$ cat config.mk
export PLATFORM = sky130hd
export DESIGN_NAME = ex_mem_pipe_reg
export DESIGN_NICKNAME = d
export VERILOG_FILES = /design/src/rtl/ex_mem_pipe_reg.sv
export SDC_FILE = /design/constraint.sdc
export NUM_CORES = 1
export LEC_CHECK = 0
export CORE_UTILIZATION = 35
export DETAILED_ROUTE_END_ITERATION = 8
export DONT_BUFFER_PORTS = 1
export GPL_TIMING_DRIVEN = 0
export SYNTH_ARGS = -nofsm -noshare
export SYNTH_HDL_FRONTEND = slang
export SYNTH_SLANG_ARGS = --single-unit
$ cat constraint.sdc
create_clock -name Clk -period 1.3 [get_ports Clk]
set_input_delay 0.195 -clock Clk [delete_from_list [all_inputs] [get_ports Clk]]
set_output_delay 0.195 -clock Clk [all_outputs]
set_load 0.005 [all_outputs]
$ cat src/rtl/ex_mem_pipe_reg.sv
// EX/MEM pipeline register with a valid/ready handshake and a two-entry skid
// buffer. The main entry drives the outputs. The skid entry catches the one
// instruction that EX launches in the cycle MEM stalls, so in_ready never has
// a combinational path from out_ready. Memory and write-back controls are
// gated by out_valid, so a bubble or a flushed entry has no side effects.
module ex_mem_pipe_reg #(
    parameter int DATA_W     = 32,
    parameter int REG_ADDR_W = 5,
    parameter int WB_W       = 2
) (
    input  logic                  Clk,
    input  logic                  Rst,
    input  logic                  Flush,
    // EX side
    input  logic                  in_valid,
    output logic                  in_ready,
    input  logic [WB_W-1:0]       WB_in,
    input  logic                  Branch_in,
    input  logic                  MemRead_in,
    input  logic                  MemWrite_in,
    input  logic [DATA_W-1:0]     addResult_in,
    input  logic                  ALUZero_in,
    input  logic [DATA_W-1:0]     ALUResult_in,
    input  logic [DATA_W-1:0]     storeData_in,
    input  logic [REG_ADDR_W-1:0] destReg_in,
    // MEM side
    output logic                  out_valid,
    input  logic                  out_ready,
    output logic [WB_W-1:0]       WB_out,
    output logic                  Branch_out,
    output logic                  MemRead_out,
    output logic                  MemWrite_out,
    output logic                  PCSrc,
    output logic [DATA_W-1:0]     addResult_out,
    output logic                  ALUZero_out,
    output logic [DATA_W-1:0]     ALUResult_out,
    output logic [DATA_W-1:0]     storeData_out,
    output logic [REG_ADDR_W-1:0] destReg_out
);

    // Everything that travels with one instruction.
    typedef struct packed {
        logic [WB_W-1:0]       wb;
        logic                  branch;
        logic                  mem_read;
        logic                  mem_write;
        logic [DATA_W-1:0]     add_result;
        logic                  alu_zero;
        logic [DATA_W-1:0]     alu_result;
        logic [DATA_W-1:0]     store_data;
        logic [REG_ADDR_W-1:0] dest_reg;
    } payload_t;

    payload_t main_q, main_d;
    payload_t skid_q, skid_d;
    logic     out_valid_q, out_valid_d;
    logic     skid_valid_q, skid_valid_d;

    payload_t in_pl;
    logic     in_xfer;
    logic     load_main;

    // Bundle the EX-side inputs into one payload word.
    always_comb begin
        in_pl            = '0;
        in_pl.wb         = WB_in;
        in_pl.branch     = Branch_in;
        in_pl.mem_read   = MemRead_in;
        in_pl.mem_write  = MemWrite_in;
        in_pl.add_result = addResult_in;
        in_pl.alu_zero   = ALUZero_in;
        in_pl.alu_result = ALUResult_in;
        in_pl.store_data = storeData_in;
        in_pl.dest_reg   = destReg_in;
    end

    // in_ready only reflects the skid flop, which keeps the ready path short.
    assign in_ready  = !skid_valid_q;
    assign in_xfer   = in_valid & in_ready;
    assign load_main = !out_valid_q | out_ready;

    // Next-state: refill main (from skid first), else park the input in skid.
    always_comb begin
        main_d       = main_q;
        skid_d       = skid_q;
        out_valid_d  = out_valid_q;
        skid_valid_d = skid_valid_q;

        if (load_main) begin
            if (skid_valid_q) begin
                // Oldest instruction goes first; in_ready is low so no input
                // is accepted in this cycle.
                main_d       = skid_q;
                out_valid_d  = 1'b1;
                skid_valid_d = 1'b0;
            end else begin
                main_d      = in_pl;
                out_valid_d = in_xfer;
            end
        end else if (in_xfer) begin
            // Main is stalled; the in-flight instruction lands in skid.
            skid_d       = in_pl;
            skid_valid_d = 1'b1;
        end

        // A mispredict kills both entries and whatever arrives with it.
        // Payload may go stale; valid gating hides it.
        if (Flush) begin
            out_valid_d  = 1'b0;
            skid_valid_d = 1'b0;
        end
    end

    // State registers with synchronous reset clearing valids and payload.
    always_ff @(posedge Clk) begin
        if (Rst) begin
            main_q       <= '0;
            skid_q       <= '0;
            out_valid_q  <= 1'b0;
            skid_valid_q <= 1'b0;
        end else begin
            main_q       <= main_d;
            skid_q       <= skid_d;
            out_valid_q  <= out_valid_d;
            skid_valid_q <= skid_valid_d;
        end
    end

    // Output drive: controls gated by valid, payload passed through as held.
    always_comb begin
        out_valid     = out_valid_q;
        WB_out        = main_q.wb;
        WB_out[0]     = main_q.wb[0] & out_valid_q;   // RegWrite
        Branch_out    = main_q.branch & out_valid_q;
        MemRead_out   = main_q.mem_read & out_valid_q;
        MemWrite_out  = main_q.mem_write & out_valid_q;
        PCSrc         = out_valid_q & main_q.branch & main_q.alu_zero;
        addResult_out = main_q.add_result;
        ALUZero_out   = main_q.alu_zero;
        ALUResult_out = main_q.alu_result;
        storeData_out = main_q.store_data;
        destReg_out   = main_q.dest_reg;
    end

endmodule

Word level (Yosys, flattened, before mapping) --
Cells that the tools add are included. Widths: inputs -> output; s select.
Word-level totals: register bits 216, output and inout port bits 110
Cells by class: multiplexer cells 2, bitwise logic cells 8, reductions and logical operators 5
Operator list (count):
- $mux 107 | 1
- $and 1x1->1 | 6
- $reduce_or 3->1 | 1
- $logic_not 1->1 | 2
- $reduce_and 2->1 | 1
- $reduce_or 2->1 | 1
- $mux 1 | 1
- $not 1->1 | 1
- $or 1x1->1 | 1

Logic depth before layout (Yosys ltp) --
depth in word-level cells 4, depth in mapped cells 6, depth with buffers taken out 2

Worst setup path after synthesis --
OpenSTA, ideal clock, no wires.
path kind register to register, from register out_valid_q, in the netlist out_valid, to register skid_q[100] (netlist name), arrival time 1246 ps, data required time 1228 ps, setup slack -18 ps, stages on the path, launching flop included 6, period minus slack after synthesis 1318 ps, cell sequence dfxtp_1 -> nor4bb_1 -> buf_4 -> buf_8 -> buf_12 -> mux2i_1
On the way: word-level cells in the longest chain between the ends 4
Ends and longest elaborated chain:
- start, declared | RTL line 56 | logic out_valid_q, out_valid_d;
- start signal, assigned | RTL line 124 | out_valid_q <= out_valid_d;
- $logic_not 1->1 | RTL line 80 | assign load_main = !out_valid_q | out_ready;
- $or 1x1->1 | RTL line 80
- $not 1->1 (no line)
- $reduce_and 2->1 (no line)
- end signal, assigned | RTL line 123 | skid_q <= skid_d;
- end, declared | RTL line 55 | payload_t skid_q, skid_d;
No other way between the ends. A chain may end at the register's enable or synchronous reset.

Worst setup path after layout --
from register out_valid_q, in the netlist out_valid, to output port PCSrc
On the way: word-level cells in the longest chain between the ends 2
Ends and longest elaborated chain:
- $and 1x1->1 (2 in a row) | RTL line 137 | PCSrc = out_valid_q & main_q.branch & main_q.alu_zero;
- end, declared | RTL line 33 | output logic PCSrc,
No other way between the ends.

==> results.md <==
- Ys async rst share: 0
- First-pass GRT wire length: between 40000 and 50000 um
- Max Root-Sink Buffers: 3
- Synth area leader: dfxtp_1
- Most frequent cell after synthesis: dfxtp_1
- Grt ovf: 0
- Library cells used by synthesis: 17
- Layout area overhead: 26.1%
- Crit path DAT: between 1 and 1.5 ns
- Post-Synth Adder-Cell Area: 0
- Area taken by flip-flops and latches: 4330 um2
- Placed cell areas: 11200 um2
- Worst path depth: 3
- CP Capture Type: output port
- Cell Rows: 63
- Clk Latency, worst-skew pair: about 0.53 ns
- GR Util All Layers: 0.182
- Post-Layout Inst Area: around 14000 um2
- Hold Path Class: primary input to flop
- I/O pins: ~220
- Synthesis-stage register bit count: between 200 and 250
- Final Max Slew Viols: 0
- Cts bufs inserted: 25
- Initial drt markers: approximately 270
- GP Congestion: roughly 0.78
- CTS tree: done
- R2R cell count: 5
- Clk root buf: clkbuf_16
- Failing checks: negative setup slack
- Fill cells: around 2800
- Vias in the first global route: ~8200
- Lkg Pwr: 4.70 nW
- CP Cell Sequence: clkbuf_16 -> clkbuf_16 -> and3_4
- Final WL: 28900 um
- Detail Route Antenna Nets: 0
- RSZ-0062 raised after global routing: true
- Crit share post-route: 1.22
- Port Buffers: 0
- Initial antenna violation count: 4
- Post-DP HPWL: around 20000 um
- Largest net degree at the start of global routing: 13
- Worst slew margin: 0.650
- CTS Sinks: 216
- Ys flop type: dfxtp_1
- WHS: roughly 0.31 ns
- First-pass DRT Iterations: 4
- Status: complete, but fails checks
- Critical path data required time: between 1 and 1.5 ns
- Post-Syn Instances: 1067
- Min Tclk post-route: 1.58 ns
- Final count of hold timing violations: 0
- Compound-Gate Fraction of Synth Area: 0.0756
- Tightest Pin Transition: 0.525 ns
- Buf/Inv on CP: 2
- Final Skew: between 0.01 and 0.015 ns
- Worst Slack Setup Final: -0.281 ns
- CTS clk-pin slew, worst paths: approximately 0.06 ns
- Multiplexer share of the synthesized area: 0.200
- P per Cell Area: roughly 1100 nW/um2
- Placement Setup Slack: -0.729 ns
- Most frequent CP cell: clkbuf_16
- Crit path max-delay cell type: dfxtp_4
- Largest family of logic cells by synthesized area: simple AND/OR/NAND/NOR gates
- Syn avg cell area: 10.1 um2
- CP startpoint kind: flop
- Die H: between 150 and 200 um
- Post-DR vias/cell: a little under 5
- Max IR drop VDD: 831 uV
- Critical path destination: PCSrc
- Synthesized Nets: around 1200
- Layout cells sized above 1: 0.183
- Pwr Total: around 15 mW
- Crit-path max FO: 7
- Reg2reg end: skid_q[15]$_SDFFE_PP0P_
- Ys Warns: 0
- Nets: between 1000 and 1500
- Max Cap Viol: 0
- Synth top area cells: dfxtp_1 (40%), mux2i_1 (20%), nand2b_1 (13%)
- Area fraction of the dominant cell type after synthesis: 0.403
- Die width: between 150 and 200 um
- H-tree depth: 1
- Drc violations: 0
- Simple-Gate Fraction of Synth Area: 0.205
- CP Class: flop to output port
- Worst r2r src: out_valid$_SDFFE_PP0P_
- WL/cell: approximately 18 um
- Synth Cell Area: 10700 um2
- Multi-input gate area: 5280 um2
- Register-to-register setup slack: -0.17 ns
- CP delay by family, top: flip-flops
- Die Area: 31400 um2
- CP Launch Point: out_valid$_SDFFE_PP0P_
- CORE AREA: about 30000 um2
- XOR/XNOR share of the synthesized area: 0
- Top cells by count, synth: dfxtp_1 (216), nand2b_1 (215), mux2i_1 (214)
- Seq/Total Area, Yosys: 0.403
- Post-synth EDFFs: 0
- Vias: slightly below 8000
- Worst path max stage delay: roughly 0.41 ns
- Initial Utilization: 0.359
- Achievable frequency: roughly 630 MHz
- Final Setup Violations: ~180
logic make-up after synthesis:
kind of cell	count (synthesis)
buf+inv	199
simple gates	330
flops	216
mux	214
compound gates	108
power by group:
part / leakage [nW] / internal, mW / total, mW / switching, mW
Sequential: 1.77 / 6.89 / 7.05 / 0.160
Combinational: 2.55 / 0.962 / 1.76 / 0.800
Clock: 0.375 / 3.85 / 6.69 / 2.83
area by class of cell:
cell class,instances,share of cell area
diodes,1,0.000185
plain buffers,198,0.109
clock buffers,35,0.0505
clock inverters,8,0.00536
inverters,1,0.000647
multi-input cells,652,0.390
flip-flops and latches,216,0.320
well taps,390,0.0361
repair buffers,116,0.0879
cell usage in the layout, fill, tap and decap left out, types with 5 or more instances in the layout:
cell type        n
nand2b_1       215
dfxtp_1        214
mux2i_1        207
buf_4          113
dlygate4sd3_1  109
nor3b_1        102
a211oi_1        97
clkbuf_1        50
clkbuf_16       27
buf_6           13
a211oi_2        11
buf_12          10
buf_2            9
mux2i_2          7
buf_8            5
nor3b_2          5
clkbuf_2         5
clkinv_2         5
metal layers:
layer  track usage  wire [um]  vias to the layer above  share of wire
met3        0.0350       1440                       37          0.050
met1         0.242      13400                     3774           0.46
met4        0.0503        717                        4          0.025
met5             0         25                        -        0.00087
met2         0.297      13300                      166           0.46
li1              -          -                     3908              -
how the worst min path moves through the flow:
stage / start / end / cells after the start
floorplan: Flush / out_valid$_SDFFE_PP0P_ / 1
global placement: Flush / out_valid$_SDFFE_PP0P_ / 1
finish: in_valid / skid_q[103]$_SDFFE_PP0P_ / 4
CTS: in_valid / skid_q[4]$_SDFFE_PP0P_ / 4
detailed placement: Flush / out_valid$_SDFFE_PP0P_ / 1
global route: in_valid / skid_q[103]$_SDFFE_PP0P_ / 4
sequential cells by signal, summed over array words and instances (netlist names):
name / cells
destReg_out: 5
ALUResult_out: 32
skid_valid_q: 1
out_valid: 1
addResult_out: 32
skid_q: 107
ALUZero_out: 1
storeData_out: 32
main_q: 4
WB_out: 1
worst reg2reg max path, cell delays in order (launching register included):
cell	delay, ns
dfxtp_4	0.41
nor4bb_2	0.22
buf_4	0.20
buf_12	0.14
buf_6	0.18
mux2i_1	0.24
stage by stage:
stage                     utilization  instances  TNS (ns)
after detailed placement        0.375       1457   -131.68
after global placement          0.375       1457   -130.68
after CTS                       0.448       1616    -22.93
final                           0.453       1617    -19.44
after global routing            0.453       1616    -31.43
after floorplan                     -       1067         0
repair_timing:
action                     4_1_cts  5_1_grt
pin swaps                        1        2
hold endpoints to repair       216        0
hold buffers                   109        0
resized for setup               81       41
buffers inserted                 7        0
setup endpoints to repair      222      212
(Power assumes the default switching activity.)
